## config.mk

```make
export PLATFORM = sky130hd
export DESIGN_NAME = wb_arbiter_flat
export DESIGN_NICKNAME = d
export VERILOG_FILES = /design/src/rtl/wb_arbiter_if.sv /design/src/rtl/wb_arbiter.sv /design/src/flat_wrapper.sv
export SDC_FILE = /design/constraint.sdc
export NUM_CORES = 2
export LEC_CHECK = 0
export BUFFER_PORTS_ARGS = -buffer_cell sky130_fd_sc_hd__buf_2
export CAP_MARGIN = 25
export CORE_MARGIN = 2
export CORE_UTILIZATION = 40
export DETAILED_ROUTE_END_ITERATION = 7
export SYNTH_ARGS = -nofsm -noshare
export SYNTH_HDL_FRONTEND = slang
export SYNTH_SLANG_ARGS = --single-unit
```

## constraint.sdc

```tcl
create_clock -name clk -period 6.96 [get_ports clk]
set_input_delay 1.044 -clock clk [delete_from_list [all_inputs] [get_ports clk]]
set_output_delay 1.044 -clock clk [all_outputs]
set_load 0.05 [all_outputs]
```

## src/rtl/wb_arbiter_if.sv

```systemverilog
`default_nettype none
// ============================================================================
//  Module      : wb_arbiter_if
//  Description : Bundle of FU result inputs and writeback outputs for wb_arbiter.
//  Revision    : 1.0  initial release
// ============================================================================
interface wb_arbiter_if #(
    parameter int INST_ID_BITS = 6,
    parameter int PRN_BITS     = 6,
    parameter int MAX_OPERANDS = 3,
    parameter int FU_COUNT     = 4
);
    localparam int c_grant_w = (FU_COUNT > 1) ? $clog2(FU_COUNT) : 1;

    // FU result side
    logic [FU_COUNT-1:0]                                  fu_out_valid;
    logic [FU_COUNT-1:0][INST_ID_BITS-1:0]                fu_out_inst_id;
    logic [FU_COUNT-1:0][MAX_OPERANDS-1:0][PRN_BITS-1:0]  fu_out_prn;
    logic [FU_COUNT-1:0][MAX_OPERANDS-1:0][63:0]          fu_out_data;
    logic [FU_COUNT-1:0][MAX_OPERANDS-1:0]                fu_out_data_valid;
    logic [FU_COUNT-1:0]                                  fu_ready;

    // Writeback side
    logic                                    rob_ready;
    logic [MAX_OPERANDS-1:0]                 prf_write_enable;
    logic [MAX_OPERANDS-1:0][PRN_BITS-1:0]   prf_write_prn;
    logic [MAX_OPERANDS-1:0][63:0]           prf_write_data;
    logic [MAX_OPERANDS-1:0]                 set_prn_ready;
    logic [MAX_OPERANDS-1:0][PRN_BITS-1:0]   set_prn;
    logic                                    rob_done_valid;
    logic [INST_ID_BITS-1:0]                 rob_done_inst_id;
    logic [c_grant_w-1:0]                    grant_fu;
    logic                                    overflow_err;

    modport slave (
        input  fu_out_valid, fu_out_inst_id, fu_out_prn, fu_out_data, fu_out_data_valid,
        input  rob_ready,
        output fu_ready,
        output prf_write_enable, prf_write_prn, prf_write_data,
        output set_prn_ready, set_prn,
        output rob_done_valid, rob_done_inst_id, grant_fu, overflow_err
    );

    modport master (
        output fu_out_valid, fu_out_inst_id, fu_out_prn, fu_out_data, fu_out_data_valid,
        output rob_ready,
        input  fu_ready,
        input  prf_write_enable, prf_write_prn, prf_write_data,
        input  set_prn_ready, set_prn,
        input  rob_done_valid, rob_done_inst_id, grant_fu, overflow_err
    );
endinterface
`default_nettype wire

```

## src/rtl/wb_arbiter.sv

```systemverilog
`default_nettype none
// ============================================================================
//  Module      : wb_arbiter
//  Description : Per-FU result FIFOs with round-robin grant onto the single
//                PRF write / ROB completion / wakeup broadcast path.
//                Optional macro WB_BYPASS_EN: same-cycle forward of an
//                incoming bundle when every FIFO is empty.
//  Revision    : 1.0  initial release
// ============================================================================
module wb_arbiter #(
    parameter int INST_ID_BITS = 6,
    parameter int PRN_BITS     = 6,
    parameter int MAX_OPERANDS = 3,
    parameter int FU_COUNT     = 4,
    parameter int FIFO_DEPTH   = 4
) (
    input  logic        clk,
    input  logic        rst,
    wb_arbiter_if.slave bus
);
    localparam int c_grant_w = (FU_COUNT > 1) ? $clog2(FU_COUNT) : 1;
    localparam int c_ptr_w   = $clog2(FIFO_DEPTH);
    localparam int c_cnt_w   = $clog2(FIFO_DEPTH + 1);

    typedef logic [MAX_OPERANDS-1:0][PRN_BITS-1:0] prn_vec_t;
    typedef logic [MAX_OPERANDS-1:0][63:0]         data_vec_t;

    logic [FU_COUNT-1:0]                    w_nonempty;
    logic [FU_COUNT-1:0]                    w_pop;
    logic [FU_COUNT-1:0]                    w_push_req;
    logic [FU_COUNT-1:0]                    w_ovf;
    logic [FU_COUNT-1:0][INST_ID_BITS-1:0]  w_head_id;
    prn_vec_t  [FU_COUNT-1:0]               w_head_prn;
    data_vec_t [FU_COUNT-1:0]               w_head_data;
    logic [FU_COUNT-1:0][MAX_OPERANDS-1:0]  w_head_dv;

    logic [c_grant_w-1:0] r_rr;
    logic [c_grant_w-1:0] w_win;
    logic [c_grant_w-1:0] w_adv_fu;
    logic                 w_found;
    logic                 w_grant;
    logic                 w_bypass;
    logic                 w_adv;
    logic                 r_overflow;

    // (base + off) mod FU_COUNT, valid for base < FU_COUNT and off <= FU_COUNT
    function automatic logic [c_grant_w-1:0] f_rr_add(input logic [c_grant_w-1:0] base,
                                                      input int off);
        int sum;
        sum = int'(base) + off;
        if (sum >= FU_COUNT) sum = sum - FU_COUNT;
        return c_grant_w'(sum);
    endfunction

    // ------------------------------------------------------------------
    // Round-robin search over non-empty FIFOs
    // ------------------------------------------------------------------
    always_comb begin
        w_found = 1'b0;
        w_win   = r_rr;
        for (int i = 0; i < FU_COUNT; i++) begin
            if (!w_found && w_nonempty[f_rr_add(r_rr, i)]) begin
                w_found = 1'b1;
                w_win   = f_rr_add(r_rr, i);
            end
        end
    end

    assign w_grant = bus.rob_ready & w_found;

`ifdef WB_BYPASS_EN
    logic                 w_byp_found;
    logic [c_grant_w-1:0] w_byp_win;

    always_comb begin
        w_byp_found = 1'b0;
        w_byp_win   = r_rr;
        for (int i = 0; i < FU_COUNT; i++) begin
            if (!w_byp_found && bus.fu_out_valid[f_rr_add(r_rr, i)]) begin
                w_byp_found = 1'b1;
                w_byp_win   = f_rr_add(r_rr, i);
            end
        end
    end

    // Reset gating keeps outputs quiet while rst is being sampled
    assign w_bypass = bus.rob_ready & ~rst & ~w_found & w_byp_found;
    assign w_adv_fu = w_grant ? w_win : w_byp_win;

    always_comb begin
        w_push_req = bus.fu_out_valid;
        if (w_bypass) w_push_req[w_byp_win] = 1'b0;
    end
`else
    assign w_bypass   = 1'b0;
    assign w_adv_fu   = w_win;
    assign w_push_req = bus.fu_out_valid;
`endif

    assign w_adv = w_grant | w_bypass;

    always_comb begin
        w_pop = '0;
        if (w_grant) w_pop[w_win] = 1'b1;
    end

    // ------------------------------------------------------------------
    // Per-FU result FIFOs
    // ------------------------------------------------------------------
    for (genvar gi = 0; gi < FU_COUNT; gi++) begin : g_fifo
        logic [INST_ID_BITS-1:0] r_mem_id   [FIFO_DEPTH];
        prn_vec_t                r_mem_prn  [FIFO_DEPTH];
        data_vec_t               r_mem_data [FIFO_DEPTH];
        logic [MAX_OPERANDS-1:0] r_mem_dv   [FIFO_DEPTH];
        logic [c_ptr_w-1:0]      r_head;
        logic [c_ptr_w-1:0]      r_tail;
        logic [c_cnt_w-1:0]      r_count;
        logic                    w_full;
        logic                    w_accept;

        assign w_full     = (r_count == c_cnt_w'(FIFO_DEPTH));
        // A full FIFO still accepts when its head leaves on the same edge
        assign w_accept   = w_push_req[gi] & (~w_full | w_pop[gi]);
        assign w_ovf[gi]  = w_push_req[gi] & w_full & ~w_pop[gi];
        assign w_nonempty[gi]   = (r_count != '0);
        assign bus.fu_ready[gi] = ~w_full;

        assign w_head_id[gi]   = r_mem_id[r_head];
        assign w_head_prn[gi]  = r_mem_prn[r_head];
        assign w_head_data[gi] = r_mem_data[r_head];
        assign w_head_dv[gi]   = r_mem_dv[r_head];

        always_ff @(posedge clk) begin
            if (rst) begin
                r_head  <= '0;
                r_tail  <= '0;
                r_count <= '0;
            end else begin
                if (w_accept) r_tail <= r_tail + c_ptr_w'(1);
                if (w_pop[gi]) r_head <= r_head + c_ptr_w'(1);
                if (w_accept && !w_pop[gi]) begin
                    r_count <= r_count + c_cnt_w'(1);
                end else if (!w_accept && w_pop[gi]) begin
                    r_count <= r_count - c_cnt_w'(1);
                end
            end
        end

        always_ff @(posedge clk) begin
            if (w_accept) begin
                r_mem_id[r_tail]   <= bus.fu_out_inst_id[gi];
                r_mem_prn[r_tail]  <= bus.fu_out_prn[gi];
                r_mem_data[r_tail] <= bus.fu_out_data[gi];
                r_mem_dv[r_tail]   <= bus.fu_out_data_valid[gi];
            end
        end
    end

    // ------------------------------------------------------------------
    // Writeback outputs
    // ------------------------------------------------------------------
    always_comb begin
        bus.rob_done_valid   = 1'b0;
        bus.rob_done_inst_id = '0;
        bus.prf_write_enable = '0;
        bus.prf_write_prn    = '0;
        bus.prf_write_data   = '0;
        bus.grant_fu         = r_rr;
        if (w_grant) begin
            bus.rob_done_valid   = 1'b1;
            bus.rob_done_inst_id = w_head_id[w_win];
            bus.prf_write_enable = w_head_dv[w_win];
            bus.prf_write_prn    = w_head_prn[w_win];
            bus.prf_write_data   = w_head_data[w_win];
            bus.grant_fu         = w_win;
        end
`ifdef WB_BYPASS_EN
        else if (w_bypass) begin
            bus.rob_done_valid   = 1'b1;
            bus.rob_done_inst_id = bus.fu_out_inst_id[w_byp_win];
            bus.prf_write_enable = bus.fu_out_data_valid[w_byp_win];
            bus.prf_write_prn    = bus.fu_out_prn[w_byp_win];
            bus.prf_write_data   = bus.fu_out_data[w_byp_win];
            bus.grant_fu         = w_byp_win;
        end
`endif
    end

    assign bus.set_prn_ready = bus.prf_write_enable;
    assign bus.set_prn       = bus.prf_write_prn;
    assign bus.overflow_err  = r_overflow;

    always_ff @(posedge clk) begin
        if (rst) begin
            r_rr       <= '0;
            r_overflow <= 1'b0;
        end else begin
            if (w_adv) r_rr <= f_rr_add(w_adv_fu, 1);
            if (|w_ovf) r_overflow <= 1'b1;
        end
    end
endmodule
`default_nettype wire

```

## src/flat_wrapper.sv

```systemverilog
// flat-port wrapper written by rule: the top's interface ports become plain ports
module wb_arbiter_flat 
#(
    parameter int INST_ID_BITS = 6,
    parameter int PRN_BITS     = 6,
    parameter int MAX_OPERANDS = 3,
    parameter int FU_COUNT     = 4,
    parameter int FIFO_DEPTH   = 4
)
  (clk, rst, bus_fu_out_valid, bus_fu_out_inst_id, bus_fu_out_prn, bus_fu_out_data, bus_fu_out_data_valid, bus_rob_ready, bus_fu_ready, bus_prf_write_enable, bus_prf_write_prn, bus_prf_write_data, bus_set_prn_ready, bus_set_prn, bus_rob_done_valid, bus_rob_done_inst_id, bus_grant_fu, bus_overflow_err);
  wb_arbiter_if #(.INST_ID_BITS(INST_ID_BITS), .PRN_BITS(PRN_BITS), .MAX_OPERANDS(MAX_OPERANDS), .FU_COUNT(FU_COUNT)) bus_i ();
  input  logic clk;
  input  logic rst;
  input wire logic [$bits(bus_i.fu_out_valid)-1:0] bus_fu_out_valid;
  input wire logic [$bits(bus_i.fu_out_inst_id)-1:0] bus_fu_out_inst_id;
  input wire logic [$bits(bus_i.fu_out_prn)-1:0] bus_fu_out_prn;
  input wire logic [$bits(bus_i.fu_out_data)-1:0] bus_fu_out_data;
  input wire logic [$bits(bus_i.fu_out_data_valid)-1:0] bus_fu_out_data_valid;
  input wire logic [$bits(bus_i.rob_ready)-1:0] bus_rob_ready;
  output wire logic [$bits(bus_i.fu_ready)-1:0] bus_fu_ready;
  output wire logic [$bits(bus_i.prf_write_enable)-1:0] bus_prf_write_enable;
  output wire logic [$bits(bus_i.prf_write_prn)-1:0] bus_prf_write_prn;
  output wire logic [$bits(bus_i.prf_write_data)-1:0] bus_prf_write_data;
  output wire logic [$bits(bus_i.set_prn_ready)-1:0] bus_set_prn_ready;
  output wire logic [$bits(bus_i.set_prn)-1:0] bus_set_prn;
  output wire logic [$bits(bus_i.rob_done_valid)-1:0] bus_rob_done_valid;
  output wire logic [$bits(bus_i.rob_done_inst_id)-1:0] bus_rob_done_inst_id;
  output wire logic [$bits(bus_i.grant_fu)-1:0] bus_grant_fu;
  output wire logic [$bits(bus_i.overflow_err)-1:0] bus_overflow_err;
  assign bus_i.fu_out_valid = bus_fu_out_valid;
  assign bus_i.fu_out_inst_id = bus_fu_out_inst_id;
  assign bus_i.fu_out_prn = bus_fu_out_prn;
  assign bus_i.fu_out_data = bus_fu_out_data;
  assign bus_i.fu_out_data_valid = bus_fu_out_data_valid;
  assign bus_i.rob_ready = bus_rob_ready;
  assign bus_fu_ready = bus_i.fu_ready;
  assign bus_prf_write_enable = bus_i.prf_write_enable;
  assign bus_prf_write_prn = bus_i.prf_write_prn;
  assign bus_prf_write_data = bus_i.prf_write_data;
  assign bus_set_prn_ready = bus_i.set_prn_ready;
  assign bus_set_prn = bus_i.set_prn;
  assign bus_rob_done_valid = bus_i.rob_done_valid;
  assign bus_rob_done_inst_id = bus_i.rob_done_inst_id;
  assign bus_grant_fu = bus_i.grant_fu;
  assign bus_overflow_err = bus_i.overflow_err;
  wb_arbiter #(.INST_ID_BITS(INST_ID_BITS), .PRN_BITS(PRN_BITS), .MAX_OPERANDS(MAX_OPERANDS), .FU_COUNT(FU_COUNT), .FIFO_DEPTH(FIFO_DEPTH)) u_core (.clk(clk), .rst(rst), .bus(bus_i));
endmodule
```

==> results.md <==
* Status: finished clean
* DR DRC count at 0
* Total of max-cap violations at 0
* DR vias at 69000
* Core Area at 337000 sq um
* CTS max path bufs at 4
* Top FF cell, synth: edfxtp_1
* Final clock skew at 0.0695 ns
* Initial Utilization at 0.402
* Post-DR wirelength/cell at 33.9 um
* Total Nets Final at 8087
* CTS tree: yes
* Initial antenna violation count at 374
* Crit path from: u_core.g_fifo[0].r_count[0]
* First-pass GRT wire length at 559000 um
* Post-cts sizing count at 0
* Cells after Synth at 5858
* Worst r2r src: u_core.g_fifo[0].r_count[0]
* Layout cells sized above 1 at 0.367
* Worst endpoint data arrival time at 5.12 ns
* CTS HTree Levels at 5
* # hold bufs at CTS at 0
* Final min period at 6.17 ns
* Rel. slew slack at 0.0220
* Number of global-route vias before repair at 68600
* Ys async rst share at 0
* Startpoint types: register
* Post-synth cell types at 44
* Number of synthesized flops with an enable pin at 3504
* Hold Crit Class: primary input to register
* Required time of the critical path at 5.92 ns
* Clk root buf: clkbuf_16
* Grt ovf at 0
* Finish-stage setup viols at 0
* Final ANT Viol Nets at 0
* Post-CTS setup buffer count at 0
* Clk_lat worst skew at 0.94 ns
* Worst setup path endpoint: bus_prf_write_data[109]
* Most frequent cells in the layout: 3504 x edfxtp_1, 1130 x buf_2, 876 x mux4_2
* Inserted Clock Buffers at 373
* Cell count of the worst reg-to-reg path at 7
* Synth Register Bits at 3543
* Kind of critical path: register to output port
* YS warnings at 0
* Tot Pwr at 70.7 mW
* Die Y at 586 um
* Post-Syn Area per Cell at 23.1 sq um
* Leak at 52.0 nW
* Fin. Hold Viols at 0
* Post-Route WL at 412000 um
* Clock-pin slew on the worst setup and hold paths at 0.06 ns
* Clock sinks at 3543
* DR iter-0 viols at 7987
* Largest net degree at the start of global routing at 117
* Max-slew violation count at 0
* Reg-to-Reg End: u_core.g_fifo[1].r_mem_data[0][33]
* Rows at 213
* RSZ-0062 raised after global routing: no
* Die Width at 586 um
* Total die area at 344000 sq um
* Fmax at 162 MHz
* Mapped Nets at 6765
* Crit. End Element: output port
* Reg2reg setup slack at 1.90 ns
* Pwr Density at 441 nW/um^2
* Fin Hold WS at 0.306 ns
* Port buffer count at 1130
* GRT Total Usage at 0.235
* Final Cycle Share at 0.886
* Worst-Margin Slew at 1.47 ns
* Worst Path Max Fanout at 44
* Hpwl dp at 272000 um
* Sequential fraction of the synthesis area at 0.782
* Area Overhead vs Synth at 18.3%
* Most common cell after layout, fill and taps aside: edfxtp_1
* Routability cong. at 0.841
* Drt first pass iters at 6
* Fill cells at 27700
* Vias per cell at 5.67
* Mapped Area at 136000 sq um
* IO Pins at 1131
* Peak VDD IR at 0.000572 V
power by group:
part / total, mW / leakage, nW / internal, mW / switching (mW)
sequential: 26.6 / 32.4 / 25.9 / 0.638
clock: 19.8 / 5.87 / 11.5 / 8.29
combinational: 24.3 / 13.7 / 7.29 / 17.0
total: 70.7 / 52.0 / 44.7 / 26.0
sequential cells by signal (all words and copies together), names as in the netlist, named ones only:
signal	cells
u_core.bus.overflow_err	1
u_core.r_rr	2
u_core.g_fifo.r_tail	8
u_core.g_fifo.r_mem_dv	48
u_core.g_fifo.r_head	8
u_core.g_fifo.r_mem_data	3072
u_core.g_fifo.r_count	12
u_core.g_fifo.r_mem_id	96
u_core.g_fifo.r_mem_prn	288
logic make-up after synthesis:
family | after synthesis | synth area share
AOI/OAI and AO/OA | 466 | 0.0261
xor gates and xnor gates | 16 | 0.00103
adders and majority gates | 24 | 0.00244
buffers and inverters | 390 | 0.0121
DFF | 3543 | 0.782
muxes | 1107 | 0.163
and+or+nand+nor | 312 | 0.0137
critical path: stages, from the launching register on:
cell and delay (ns):
dfxtp_1 0.37, or3_1 0.50, a32oi_1 0.35, o2111a_4 0.91, buf_4 0.57, a211oi_2 0.13
a211oi_1 0.84, buf_2 0.41
stage by stage:
step                      setup WS [ns]  std cells  setup TNS (ns)   util  area (sq um)
final                             0.793      12200               0  0.476        160000
after global routing              0.743      12000               0  0.475        160000
after CTS                         0.706      12000               0  0.475        160000
after detailed placement           1.78      11300               0  0.439        148000
after global placement             1.54      11300               0  0.439        148000
after floorplan                  -0.515       5858         -738.41      -        136000
how the worst min path moves through the flow:
stage | startpoint | to | slack [ns] | depth (start not counted)
6_report | bus_fu_out_data[746] | u_core.g_fifo[3].r_mem_data[2][170] | 0.31 | 1
4_1_cts | bus_fu_out_data[570] | u_core.g_fifo[2].r_mem_data[0][186] | 0.21 | 1
5_1_grt | bus_fu_out_data[367] | u_core.g_fifo[1].r_mem_data[2][175] | 0.25 | 1
3_5_place_dp | u_core.g_fifo[1].r_count[2] | u_core.g_fifo[1].r_count[2] | 0.50 | 2
3_3_place_gp | u_core.g_fifo[0].r_count[2] | u_core.g_fifo[0].r_count[2] | 0.49 | 2
2_1_floorplan | u_core.g_fifo[1].r_count[2] | u_core.g_fifo[1].r_count[2] | 0.47 | 2
synth_stat cells (all sizes together), types with 5 or more instances:
master / instances / area (sq um)
a211oi: 440 / 3310
a21oi: 6 / 30.0
and2: 236 / 1480
buf: 102 / 563
clkbuf: 271 / 1020
dfxtp: 39 / 781
edfxtp: 3504 / 105000
ha: 20 / 250
inv: 17 / 63.8
mux2i: 227 / 2270
mux4: 876 / 19700
nand2: 6 / 22.5
nand2b: 8 / 50.1
nand3: 6 / 35.0
nand4: 5 / 31.3
nor2: 35 / 131
or3: 9 / 56.3
xor2: 16 / 140
area by class of cell:
type / count / area, sq um / share of cell area
flip-flops and latches: 3543 / 106000 / 0.661
multi-input cells: 1925 / 28000 / 0.175
clock buffers: 460 / 9760 / 0.0609
repair buffers: 1320 / 8040 / 0.0501
well taps: 4515 / 5650 / 0.0352
clock inverters: 207 / 2340 / 0.0146
diodes: 172 / 430 / 0.00268
inverters: 17 / 63.8 / 0.000398
routing by layer:
layer	wire length, um	global-route usage
met4	12400	0.0676
met5	1570	0
met3	46200	0.0773
met1	158000	0.310
met2	194000	0.371
No activity file was read; power rests on OpenSTA's default activity.
